==> config.mk <==
export PLATFORM = sky130hd
export DESIGN_NAME = axi_rd_burst_sched
export DESIGN_NICKNAME = d
export VERILOG_FILES = /design/src/rtl/axi_rd_burst_sched_pkg.sv /design/src/rtl/axi_burst_len_calc.sv /design/src/rtl/axi_rd_burst_sched.sv
export SDC_FILE = /design/constraint.sdc
export NUM_CORES = 1
export LEC_CHECK = 0
export CAP_MARGIN = 10
export CORE_MARGIN = 2
export CORE_UTILIZATION = 48
export CTS_CLUSTER_DIAMETER = 80
export DETAILED_ROUTE_END_ITERATION = 10
export PLACE_DENSITY_LB_ADDON = 0.3
export SYNTH_ARGS = -nofsm -noshare
export SYNTH_HDL_FRONTEND = slang
export SYNTH_SLANG_ARGS = --single-unit
==> constraint.sdc <==
create_clock -name clk -period 4 [get_ports clk]
set_input_delay 1 -clock clk [delete_from_list [all_inputs] [get_ports clk]]
set_output_delay 1 -clock clk [all_outputs]
set_load 0.005 [all_outputs]
==> src/rtl/axi_rd_burst_sched_pkg.sv <==
// Shared constants for the AXI read burst scheduler: FSM encoding, AXI burst type
// and the page size a single burst must never cross.
package axi_rd_burst_sched_pkg;

  typedef logic [1:0] state_t;

  localparam state_t ST_IDLE  = 2'd0;
  localparam state_t ST_LOAD  = 2'd1;
  localparam state_t ST_CALC  = 2'd2;
  localparam state_t ST_ISSUE = 2'd3;

  localparam logic [1:0]  AXI_BURST_INCR = 2'b01;
  localparam int unsigned BOUNDARY_4K    = 4096;

  function automatic logic [2:0] axi_size_of(input int unsigned beat_bytes);
    return 3'($clog2(beat_bytes));
  endfunction

endpackage

==> src/rtl/axi_burst_len_calc.sv <==
// Beats for the next burst: the smallest of remaining beats, the burst cap and the
// beats left before the next 4 KB page. Purely combinational; the parent registers it.
module axi_burst_len_calc
  import axi_rd_burst_sched_pkg::*;
#(
  parameter int LEN_W      = 32,
  parameter int BEAT_BYTES = 8,
  parameter int MAX_BURST  = 16
) (
  input  logic [11:0]      i_page_off,
  input  logic [LEN_W-1:0] i_rem_beats,
  output logic [8:0]       o_beats
);

  localparam int SH = $clog2(BEAT_BYTES);
  localparam int CW = (LEN_W > 14) ? LEN_W : 14;

  logic [CW-1:0] w_page_beats;
  logic [CW-1:0] w_rem;
  logic [CW-1:0] w_cap;
  logic [CW-1:0] w_min_rc;
  logic [CW-1:0] w_min_all;

  always_comb begin
    w_page_beats = (CW'(BOUNDARY_4K) - CW'(i_page_off)) >> SH;
    w_rem        = CW'(i_rem_beats);
    w_cap        = CW'(MAX_BURST);
    w_min_rc     = (w_rem < w_cap) ? w_rem : w_cap;
    w_min_all    = (w_min_rc < w_page_beats) ? w_min_rc : w_page_beats;
    o_beats      = 9'(w_min_all);
  end

endmodule

==> src/rtl/axi_rd_burst_sched.sv <==
// Splits {addr, len_bytes} descriptors from a FWFT FIFO into AXI INCR read bursts,
// capped in length and at 4 KB pages, with a limit on outstanding bursts.
module axi_rd_burst_sched
  import axi_rd_burst_sched_pkg::*;
#(
  parameter int ADDR_W       = 32,
  parameter int LEN_W        = 32,
  parameter int BEAT_BYTES   = 8,
  parameter int MAX_BURST    = 16,
  parameter int MAX_OUTS     = 4,
  parameter int OUTS_CNT_WID = 3
) (
  input  logic                     clk,
  input  logic                     rst,
  input  logic                     fifo_empty,
  input  logic [ADDR_W+LEN_W-1:0]  fifo_data,
  output logic                     fifo_pop,
  output logic                     ar_valid,
  input  logic                     ar_ready,
  output logic [ADDR_W-1:0]        ar_addr,
  output logic [7:0]               ar_len,
  output logic [2:0]               ar_size,
  output logic [1:0]               ar_burst,
  input  logic                     r_last_hs,
  output logic [OUTS_CNT_WID-1:0]  outs_cnt,
  output logic                     busy,
  output logic                     desc_done
);

  localparam int SH = $clog2(BEAT_BYTES);

  state_t                   r_state;
  logic [ADDR_W-1:0]        r_cur_addr;
  logic [LEN_W-1:0]         r_rem_beats;
  logic [8:0]               r_beats;
  logic [7:0]               r_ar_len;
  logic [OUTS_CNT_WID-1:0]  r_outs_cnt;

  logic [ADDR_W-1:0] w_fifo_addr;
  logic [LEN_W-1:0]  w_fifo_len;
  logic [8:0]        w_beats;
  logic              w_ar_hs;
  logic              w_last_burst;
  logic              w_inc;
  logic              w_dec;

  assign w_fifo_addr = fifo_data[ADDR_W+LEN_W-1:LEN_W];
  assign w_fifo_len  = fifo_data[LEN_W-1:0];

  axi_burst_len_calc #(
    .LEN_W      (LEN_W),
    .BEAT_BYTES (BEAT_BYTES),
    .MAX_BURST  (MAX_BURST)
  ) u_len_calc (
    .i_page_off  (r_cur_addr[11:0]),
    .i_rem_beats (r_rem_beats),
    .o_beats     (w_beats)
  );

  // Pop is gated by rst so it stays low while the FSM is being held in reset.
  assign fifo_pop     = !rst && (r_state == ST_IDLE) && !fifo_empty;
  assign ar_valid     = (r_state == ST_ISSUE) && (r_outs_cnt < OUTS_CNT_WID'(MAX_OUTS));
  assign w_ar_hs      = ar_valid && ar_ready;
  assign w_last_burst = (r_rem_beats == LEN_W'(r_beats));
  assign desc_done    = ((r_state == ST_LOAD) && (r_rem_beats == '0)) ||
                        (w_ar_hs && w_last_burst);

  assign ar_addr  = r_cur_addr;
  assign ar_len   = r_ar_len;
  assign ar_size  = axi_size_of(BEAT_BYTES);
  assign ar_burst = AXI_BURST_INCR;
  assign outs_cnt = r_outs_cnt;
  assign busy     = (r_state != ST_IDLE) || (r_outs_cnt != '0);

  always_ff @(posedge clk or posedge rst) begin
    if (rst) begin
      r_state     <= ST_IDLE;
      r_cur_addr  <= '0;
      r_rem_beats <= '0;
      r_beats     <= '0;
      r_ar_len    <= '0;
    end else begin
      case (r_state)
        ST_IDLE: begin
          if (fifo_pop) begin
            r_cur_addr  <= w_fifo_addr & ~ADDR_W'(BEAT_BYTES - 1);
            r_rem_beats <= w_fifo_len >> SH;
            r_state     <= ST_LOAD;
          end
        end
        ST_LOAD: begin
          r_state <= (r_rem_beats == '0) ? ST_IDLE : ST_CALC;
        end
        ST_CALC: begin
          r_beats  <= w_beats;
          r_ar_len <= 8'(w_beats - 9'd1);
          r_state  <= ST_ISSUE;
        end
        default: begin
          if (w_ar_hs) begin
            r_cur_addr  <= r_cur_addr + (ADDR_W'(r_beats) << SH);
            r_rem_beats <= r_rem_beats - LEN_W'(r_beats);
            r_state     <= w_last_burst ? ST_IDLE : ST_CALC;
          end
        end
      endcase
    end
  end

  // A retire with nothing outstanding is a stray pulse and is dropped.
  assign w_inc = w_ar_hs;
  assign w_dec = r_last_hs && (r_outs_cnt != '0);

  always_ff @(posedge clk or posedge rst) begin
    if (rst) begin
      r_outs_cnt <= '0;
    end else if (w_inc && !w_dec) begin
      r_outs_cnt <= r_outs_cnt + 1'b1;
    end else if (w_dec && !w_inc) begin
      r_outs_cnt <= r_outs_cnt - 1'b1;
    end
  end

endmodule

==> metrics.txt, run 1 <==
hold worst-path end ar_len[0]$_DFFE_PP0P_; Total GRT Usage 25.6%; Die Area 0.0138 mm2; Pwr Density roughly 810 mW/mm2; DIE HEIGHT 118 um; Post-synth EDFFs 0; Max Cap Violations 0; CP Class reg -> reg; count of pins over their slew limit 0; Area Growth Syn to Fin 31.2%; I/O pin count 121; min setup slack post-route 0.0293 ns; Cell Rows 41; final RePlAce weighted congestion 0.888; Post-Place Setup Slack -0.0597 ns; Slew @ Worst Pin 0.994 ns; Tmin final 3.97 ns; P_leak about 3.4 nW; dpl hpwl between 10 and 15 mm; Post-Route Skew 0.0109 ns; Final Setup Violations 0; Async SR Flop Fraction between 90% and 100%; global route overflow 0; clock sink count 83; f_max 0.252 GHz; Critical Path AT around 4.2 ns; Area after DPL 0.00768 mm2; CTS hold repair buffers 0; Cells after Synth 750; RR Endpoint ar_len[6]$_DFFE_PP0P_; initial antenna violation count 0; vias after detailed routing between 6000 and 7000; Synth Flop Type dfrtp_1; H-tree depth 3; CTS Root Cell clkbuf_16; Avg Inst Size Synth 8.27 um2; HP Start ar_len[0]$_DFFE_PP0P_; clock buffer depth 2; Yosys Warn Count 0; core area 0.0126 mm2; final net count 993; antenna cell count 0; largest net degree at the start of global routing 84; CTS Buf Count 9; commonest non-fill, non-tap cell in the layout clkdlybuf4s50_1; WP data required 4.19 ns; total negative slack 0 ns; synthesized-area fraction occupied by adder cells 8.23%; CP endpoint kind flip-flop; Synth cell types between 70 and 80; drt pass-1 iters 6; chip width 118 um; DRC violations left 0; CP startpoint kind flip-flop; register area share after synthesis between 30% and 40%; commonest non-fill, non-tap cells in the layout clkdlybuf4s50_1 (106), dfrtp_1 (83), a21oi_1 (79); Post-Synth Simple-Gate Area 21.2%; final hold vios 0; CTS tree built; # fillers 1107; vias per cell 5.90; Starting DRT DRC Count between 400 and 500; layout cells sized above 1 12.5%; Slew headroom between 30% and 40%; post-route ant nets 0; Post-Route WL 17.8 mm; Synth Area in Compound Gates 25.5%; Hold Path Class reg -> reg; fin crit share 99.3%; first-pass GRT wire length 29.4 mm; XOR/XNOR Fraction of Synth Area roughly 2.7%; initial core utilization 49.1%; main combinational cell family by area after synthesis compound AO/OA/AOI/OAI gates; Synth Cell Area slightly above 0.006 mm2; Final Total Pwr between 6 and 7 mW; r2r worst-path depth 18; DR WL/cell 16.8 um; vias in the first global route 5993; Clock transition at path regs 0.06 ns; Design Area, Final about 0.008 mm2; Port Buffer Count 106; mux contribution to synthesized area 2.08%; Finished Core Util 64.4%; Max VDD drop ~0.00040 V; RSZ-0062 raised after global routing true; Worst Hold Depth 1; Crit Reg-Reg Startpoint r_rem_beats[18]$_DFFE_PP0P_; Clk Latency, worst-skew pair 0.35 ns; Seq cells post-synth just over 80; outcome completed; flop-to-flop setup slack 0.03 ns; CP max FO 5
## layer usage
metal  track usage (%)  part of all wire [%]  wire length, um
met5                 0                     0                0
met4              7.45                   1.5              259
met3              3.29                   5.8             1030
met2              42.0                    48             8490
met1              35.6                    45             8020
## synthesized netlist by cell type (6+ instances only)
cell,number,area share (%)
a211oi_1,6,0.73
xor2_1,7,0.99
a31oi_1,6,0.61
nor4_1,8,0.81
clkbuf_1,38,2.3
nor3_1,19,1.5
o311ai_0,8,1.1
o211ai_1,8,0.97
buf_4,8,0.97
o31ai_1,9,1.1
or3_1,11,1.1
or4_1,13,1.6
o22a_1,8,1.1
and3_1,12,1.2
o21ai_0,51,4.1
a21o_1,7,0.85
mux2_2,7,1.3
nand2b_1,6,0.61
inv_1,45,2.7
o22ai_1,13,1.3
nand2_1,65,3.9
dfrtp_1,83,33
ha_1,36,7.3
nor2b_1,9,0.91
a22oi_1,8,0.97
xnor2_1,12,1.7
nor2_1,57,3.5
a21oi_1,81,6.5
o21a_1,9,1.1
nand3_1,26,2.1
## worst max path at each step
stage | from | end | slack (ns)
final | r_rem_beats[18]$_DFFE_PP0P_ | ar_len[6]$_DFFE_PP0P_ | 0.03
after global routing | r_rem_beats[18]$_DFFE_PP0P_ | ar_len[6]$_DFFE_PP0P_ | -0.24
after floorplan | r_rem_beats[21]$_DFFE_PP0P_ | ar_len[6]$_DFFE_PP0P_ | 0.004
after CTS | r_rem_beats[18]$_DFFE_PP0P_ | ar_len[6]$_DFFE_PP0P_ | 0.003
after global placement | r_rem_beats[18]$_DFFE_PP0P_ | ar_len[6]$_DFFE_PP0P_ | 0.02
after detailed placement | r_rem_beats[18]$_DFFE_PP0P_ | ar_len[6]$_DFFE_PP0P_ | -0.06
## final cells by class
type,count,area [um2],share of cell area [%]
clock buffer,10,229,2.82
timing repair buffer,163,1490,18.3
clock inverter,6,90.1,1.11
multi-input combinational,582,3860,47.4
inverter,46,176,2.17
tap,172,215,2.65
sequential,83,2080,25.5
## logic make-up after synthesis
family          Yosys count
compound gates          249
xor+xnor                 19
fa+ha+maj                39
buf+inv                  96
flops                    83
mux                      12
other cells               2
simple gates            250
## critical path, cell delays in order, from the launching register on
cell and delay [ns]:
dfrtp_1 0.40, or3_4 0.40, nor4b_4 0.36, nand3_4 0.14, nor3_4 0.24, inv_4 0.08, nor2_4 0.09, ha_1 0.23
o211a_1 0.24, a21oi_2 0.12, o211a_1 0.20, o21a_4 0.16, nor2_1 0.05, a31oi_1 0.22, ha_2 0.24, o31ai_2 0.09
nor4_2 0.28, xnor2_1 0.18, a21oi_1 0.10
## sequential cells by signal (all words and copies together), names as in the netlist
register     cells
r_rem_beats     32
ar_len           8
ar_addr         29
r_state          2
outs_cnt         3
r_beats          9
## through the flow
stage,std cells,hold WS (ns)
after floorplan,761,0.485
after global placement,1038,0.492
after detailed placement,1038,0.503
after CTS,1056,0.518
after global routing,1062,0.549
final,1062,0.513
## power breakdown
part / leakage [nW] / internal, mW / switching, mW / total [mW]
clock network: 0.153 / 0.549 / 0.367 / 0.915
registers: 0.944 / 1.22 / 0.404 / 1.62
logic: 2.34 / 1.80 / 2.25 / 4.05
total: 3.43 / 3.57 / 3.02 / 6.59
## what timing repair did
| item | 4_1_cts | 5_1_grt |
|---|---|---|
| resized for setup | 5 | 11 |
| buffers inserted | 2 | 6 |
| setup endpoints to repair | 1 | 3 |
| pin swaps | 5 | 12 |
| gates cloned | 0 | 0 |
No activity file was read; power rests on OpenSTA's default activity.
==> inputs of run 2 (changes only) <==
- CORE_UTILIZATION: 48 -> 50
- CTS_CLUSTER_DIAMETER: 80 -> 120
- clock period: 4 -> 3.9 ns (I/O delays scaled with it)
==> run 2 against run 1 <==
The run now ends with setup timing left; setup slack worse by 0.051 ns; count of clock-buffer cells in the layout decreased by 1; clock power decreased by 2.4%; fmax increased by 1.2%; critical path depth is the same; sequential share of layout area down 0.31 points; clock skew decreased by 0.0055 ns; die area is 3.9% lower; design area increased by 1.2%; highest routed layer unchanged.
==> metrics.txt, run 2 (same netlist as run 1, synthesis figures left out) <==
initial core utilization 51.4%; sequential cell area 0.00208 mm2; Max VDD drop 0.000396 V; CP endpoint kind flip-flop; hold worst-path end ar_len[2]$_DFFE_PP0P_; Pwr Density 833 mW/mm2; Largest register FFs 32; Area after DPL 0.00774 mm2; first-pass GRT wire length 30.0 mm; f_max 0.255 GHz; largest net degree at the start of global routing 84; Post-Route WL 18.3 mm; H-tree depth 3; r2r worst-path depth 18; CP max FO 7; vias after detailed routing 6441; # fillers 975; chip width approximately 120 um; DRC violations left 0; layout cells sized above 1 a little over an eighth; CTS Buf Count 9; core area 0.0121 mm2; failing checks setup timing; clock sink count 83; outcome finished, violations left; fin crit share 101%; Largest Register r_rem_beats; dpl hpwl 13.0 mm; final RePlAce weighted congestion 0.894; Hold Path Class reg -> reg; vias in the first global route 6218; P_leak 3.47 nW; Clk Latency, worst-skew pair 0.36 ns; Design Area, Final roughly 0.0082 mm2; final net count approximately 1000; CTS hold repair buffers 0; Hold WS 0.507 ns; Slew @ Worst Pin 1.16 ns; Slew headroom 22.9%; Starting DRT DRC Count 491; Tmin final 3.92 ns; antenna cell count 0; CP startpoint kind flip-flop; WP data required 4.14 ns; post-route ant nets 0; Final Setup Violations 2; CTS tree built; Placed Cells approximately 1000; total negative slack -0.0286 ns; Crit Reg-Reg Startpoint r_rem_beats[17]$_DFFE_PP0P_; flop-to-flop setup slack -0.02 ns; clock buffer depth 2; count of pins over their slew limit 0; I/O pin count 121; DR WL/cell 17.1 um; min setup slack post-route -0.0218 ns; RSZ-0062 raised after global routing true; multi-input logic area slightly below 0.004 mm2; commonest non-fill, non-tap cell in the layout clkdlybuf4s50_1; commonest non-fill, non-tap cells in the layout clkdlybuf4s50_1 (105), dfrtp_1 (83), a21oi_1 (79); HP Start ar_len[2]$_DFFE_PP0P_; Post-Route Skew 0.00532 ns; Worst Hold Depth 1; Port Buffer Count 106; final hold vios 0; Finished Layout Cells 1068; drt pass-1 iters 5; Cell Rows 40; DIE HEIGHT 115 um; global route overflow 0; initial antenna violation count 0; CP Class reg -> reg; Total GRT Usage 28.2%; Clock transition at path regs 0.06 ns; Critical Path AT roughly 4.2 ns; CTS Root Cell clkbuf_16; RR Endpoint ar_len[2]$_DFFE_PP0P_; Die Area roughly 0.013 mm2; Max Cap Violations 0; Area Growth Syn to Fin 32.8%; vias per cell just over 6
run 2: cell types whose count changed in the layout (fill, tap and decap cells not counted), moves of 2 or more:
cell / before / now
buf_4: 57 / 67
or3_4: 3 / 1
or3_1: 9 / 11
clkinvlp_4: 1 / 4
ha_4: 0 / 2
run 2: final cells by class:
cell class,count,share of cell area (%)
sequential,83,25.2
clock inverter,7,0.942
timing repair buffer,173,19.0
clock buffer,9,2.74
multi-input combinational,582,47.4
tap,168,2.55
inverter,46,2.14
run 2: per-stage QoR:
stage / power, mW / setup WS (ns) / utilization (%)
5_1_grt: 7.41 / -0.203 / 68.3
4_1_cts: 6.69 / -0.121 / 66.8
6_report: 6.86 / -0.0218 / 68.3
3_5_place_dp: 5.75 / -0.180 / 64.2
3_3_place_gp: 5.60 / -0.100 / 64.2
2_1_floorplan: 4.22 / -0.0958 / -
run 2: worst max-delay path by stage:
stage                            end                         from  cells past startpoint  slack [ns]
6_report       ar_len[2]$_DFFE_PP0P_  r_rem_beats[17]$_DFFE_PP0P_                     18       -0.02
5_1_grt        ar_len[6]$_DFFE_PP0P_  r_rem_beats[17]$_DFFE_PP0P_                     18       -0.20
4_1_cts        ar_len[6]$_DFFE_PP0P_       ar_addr[7]$_DFFE_PP0P_                     16       -0.12
3_5_place_dp   ar_len[6]$_DFFE_PP0P_       ar_addr[7]$_DFFE_PP0P_                     16       -0.18
3_3_place_gp   ar_len[6]$_DFFE_PP0P_       ar_addr[7]$_DFFE_PP0P_                     16       -0.10
2_1_floorplan  ar_len[6]$_DFFE_PP0P_  r_rem_beats[21]$_DFFE_PP0P_                     21        -0.1
run 2: timing repair:
item / 4_1_cts / 5_1_grt
buffers inserted: 0 / 9
gates resized for setup: 3 / 18
endpoints found under the setup margin: 3 / 5
pin swaps: 2 / 14
run 2: layer usage:
| metal | global-route usage [%] | up-vias | wire length (um) |
|---|---|---|---|
| met3 | 4.59 | 37 | 1210 |
| met5 | 0 | - | 0 |
| li1 | - | 3032 | - |
| met2 | 45.5 | 291 | 8800 |
| met1 | 38.1 | 3081 | 7850 |
| met4 | 10.9 | 0 | 451 |
run 2: critical path: stages (launching register included):
cell and delay, ns:
dfrtp_1 0.38, or3_4 0.42, nor4b_4 0.39, nand3_4 0.14, nor3_4 0.24, inv_4 0.08, nor2_4 0.14, ha_4 0.20
o211a_1 0.23, a21oi_2 0.14, o211a_1 0.20, o21a_4 0.18, buf_4 0.14, a31oi_4 0.10, ha_4 0.20, buf_4 0.12
buf_4 0.13, xnor2_1 0.12, mux2_2 0.26
run 2: where the power goes:
part           total (mW)  leakage [nW]  internal (mW)  switching, mW
sequential           1.65         0.944           1.25          0.395
combinational        4.32          2.40           1.93           2.39
clock               0.893         0.134          0.499          0.394
total                6.86          3.47           3.68           3.18
==> inputs of run 3 (changes only) <==
- CORE_UTILIZATION: 50 -> 35
==> run 3 against run 2 <==
Critical path type unchanged; power fell by 2.2%; flip-flop and latch count unchanged; global-route usage decreased by 8.3 points; the flow now finishes without violations; final cell count increased by 5.1%; highest routed layer unchanged.
==> metrics.txt, run 3 (same netlist as run 1, synthesis figures left out) <==
outcome completed; Pwr Density 808 mW/mm2; RSZ-0062 raised after global routing true; DRC violations left 0; Post-Route WL 17.9 mm; initial antenna violation count 0; Area Growth Syn to Fin 34.0%; r2r worst-path depth 18; Tmin final roughly 3.8 ns; CTS Buf Count 9; CTS tree built; core area 0.0173 mm2; Hold WS 0.507 ns; Starting DRT DRC Count 406; final hold vios 0; RR Endpoint ar_len[6]$_DFFE_PP0P_; fin crit share 98.4%; global route overflow 0; Largest register FFs 32; post-route ant nets 0; Post-Route Skew 0.0142 ns; Largest Register r_rem_beats; min setup slack post-route 0.0609 ns; Crit Reg-Reg Startpoint r_rem_beats[16]$_DFFE_PP0P_; CP max FO 7; Clk Latency, worst-skew pair 0.36 ns; DR WL/cell 15.9 um; chip width around 140 um; Hold Path Class reg -> reg; CP startpoint r_rem_beats[16]$_DFFE_PP0P_; CP startpoint kind flip-flop; vias in the first global route 5923; I/O pin count 121; crit path to ar_len[6]$_DFFE_PP0P_; CP endpoint kind flip-flop; H-tree depth 3; DIE HEIGHT 137 um; WP data required 4.09 ns; Final Setup Violations 0; Critical Path AT 4.03 ns; Area after DPL approximately 0.008 mm2; Port Buffer Count 106; CTS hold repair buffers 0; antenna cell count 0; Cell Rows 48; flop-to-flop setup slack 0.06 ns; count of pins over their slew limit 0; largest net degree at the start of global routing 84; Max Cap Violations 0; layout cells sized above 1 around 14%; P_leak 3.46 nW; f_max 0.260 GHz; Clock transition at path regs 0.07 ns; Total GRT Usage between 10% and 20%; final RePlAce weighted congestion between 0.8 and 0.9; commonest non-fill, non-tap cells in the layout clkdlybuf4s50_1 (106), dfrtp_1 (83), a21oi_1 (79); CTS Root Cell clkbuf_16; vias after detailed routing around 6000; dpl hpwl 12.8 mm; Max VDD drop 0.000449 V; final net count 1000; CP Class reg -> reg; clock sink count 83; initial core utilization 35.9%; clock buffer depth 2; first-pass GRT wire length around 30 mm; commonest non-fill, non-tap cell in the layout clkdlybuf4s50_1; Slew @ Worst Pin 1.03 ns; Design Area, Final about 0.0083 mm2; Die Area around 0.019 mm2; Slew headroom 31.4%; drt pass-1 iters 5; vias per cell ~5.5; Post-Place Setup Slack -0.125 ns
-- run 3: cell count changes in the layout (fill, tap and decap cells not counted), sizes merged --
cell	before	now
clkbuf	9	10
dlymetal6s2s	1	0
inv	46	47
clkinv	2	4
clkdlybuf4s50	105	106
clkinvlp	4	1
buf	67	64
bufinv	1	0
-- run 3: worst max-delay path, stage by stage, from the launching register on --
cell     delay [ns]
dfrtp_1        0.38
or3_4          0.41
nor4b_4        0.33
nand3_4        0.14
nor3_4         0.24
inv_4          0.09
nor2_4         0.14
ha_4           0.21
o211a_4        0.23
a21oi_2        0.13
o211a_1        0.18
o21a_4         0.17
nor2_2         0.05
a31oi_4        0.17
ha_4           0.18
o31ai_4        0.07
nor4_2         0.28
xnor2_1        0.18
a21oi_1        0.09
-- run 3: what timing repair did --
| action | in CTS | in global routing |
|---|---|---|
| resized for setup | 9 | 15 |
| pin swaps | 6 | 18 |
| endpoints found under the setup margin | 2 | 3 |
| setup buffers | 2 | 6 |
-- run 3: routing by layer --
metal  routed length, um  vias up  track usage [%]
met2                8330      178             31.8
met3                 891       13             4.19
met5                   0        -                0
met4                 200        0             4.24
met1                8450     2916             27.6
li1                    -     3025                -
-- run 3: final cells by class --
cell class	count	area (um2)
clock buffer	10	239
clock inverter	6	47.5
fill	1727	8990
inverter	46	176
multi-input combinational	582	3930
sequential	83	2080
tap	225	282
timing repair buffer	170	1560
-- run 3: power by group --
part / total (mW) / switching [mW] / leakage, nW / internal (mW)
registers: 1.65 / 0.398 / 0.944 / 1.25
logic: 4.22 / 2.31 / 2.38 / 1.92
clock network: 0.836 / 0.382 / 0.139 / 0.455
-- run 3: worst min path at each step --
| stage | startpoint | endpoint | slack (ns) | depth (start not counted) |
|---|---|---|---|---|
| 2_1_floorplan | r_rem_beats[6]$_DFFE_PP0P_ | r_rem_beats[6]$_DFFE_PP0P_ | 0.49 | 1 |
| 3_3_place_gp | ar_len[4]$_DFFE_PP0P_ | ar_len[4]$_DFFE_PP0P_ | 0.49 | 1 |
| 3_5_place_dp | ar_len[0]$_DFFE_PP0P_ | ar_len[0]$_DFFE_PP0P_ | 0.50 | 1 |
| 4_1_cts | ar_len[0]$_DFFE_PP0P_ | ar_len[0]$_DFFE_PP0P_ | 0.52 | 1 |
| 5_1_grt | ar_len[4]$_DFFE_PP0P_ | ar_len[4]$_DFFE_PP0P_ | 0.54 | 1 |
| 6_report | ar_len[0]$_DFFE_PP0P_ | ar_len[0]$_DFFE_PP0P_ | 0.51 | 1 |
-- run 3: stage by stage --
| stage | util, % | power (mW) | TNS (ns) | cells |
|---|---|---|---|---|
| CTS | 47.2 | 6.62 | 0 | 1116 |
| floorplan | - | 4.22 | -0.0958 | 761 |
| detailed placement | 45.1 | 5.71 | -0.125 | 1098 |
| global route | 48.0 | 7.36 | -0.184 | 1122 |
| finish | 48.0 | 6.71 | 0 | 1122 |
| global placement | 45.1 | 5.67 | -0.0676 | 1098 |
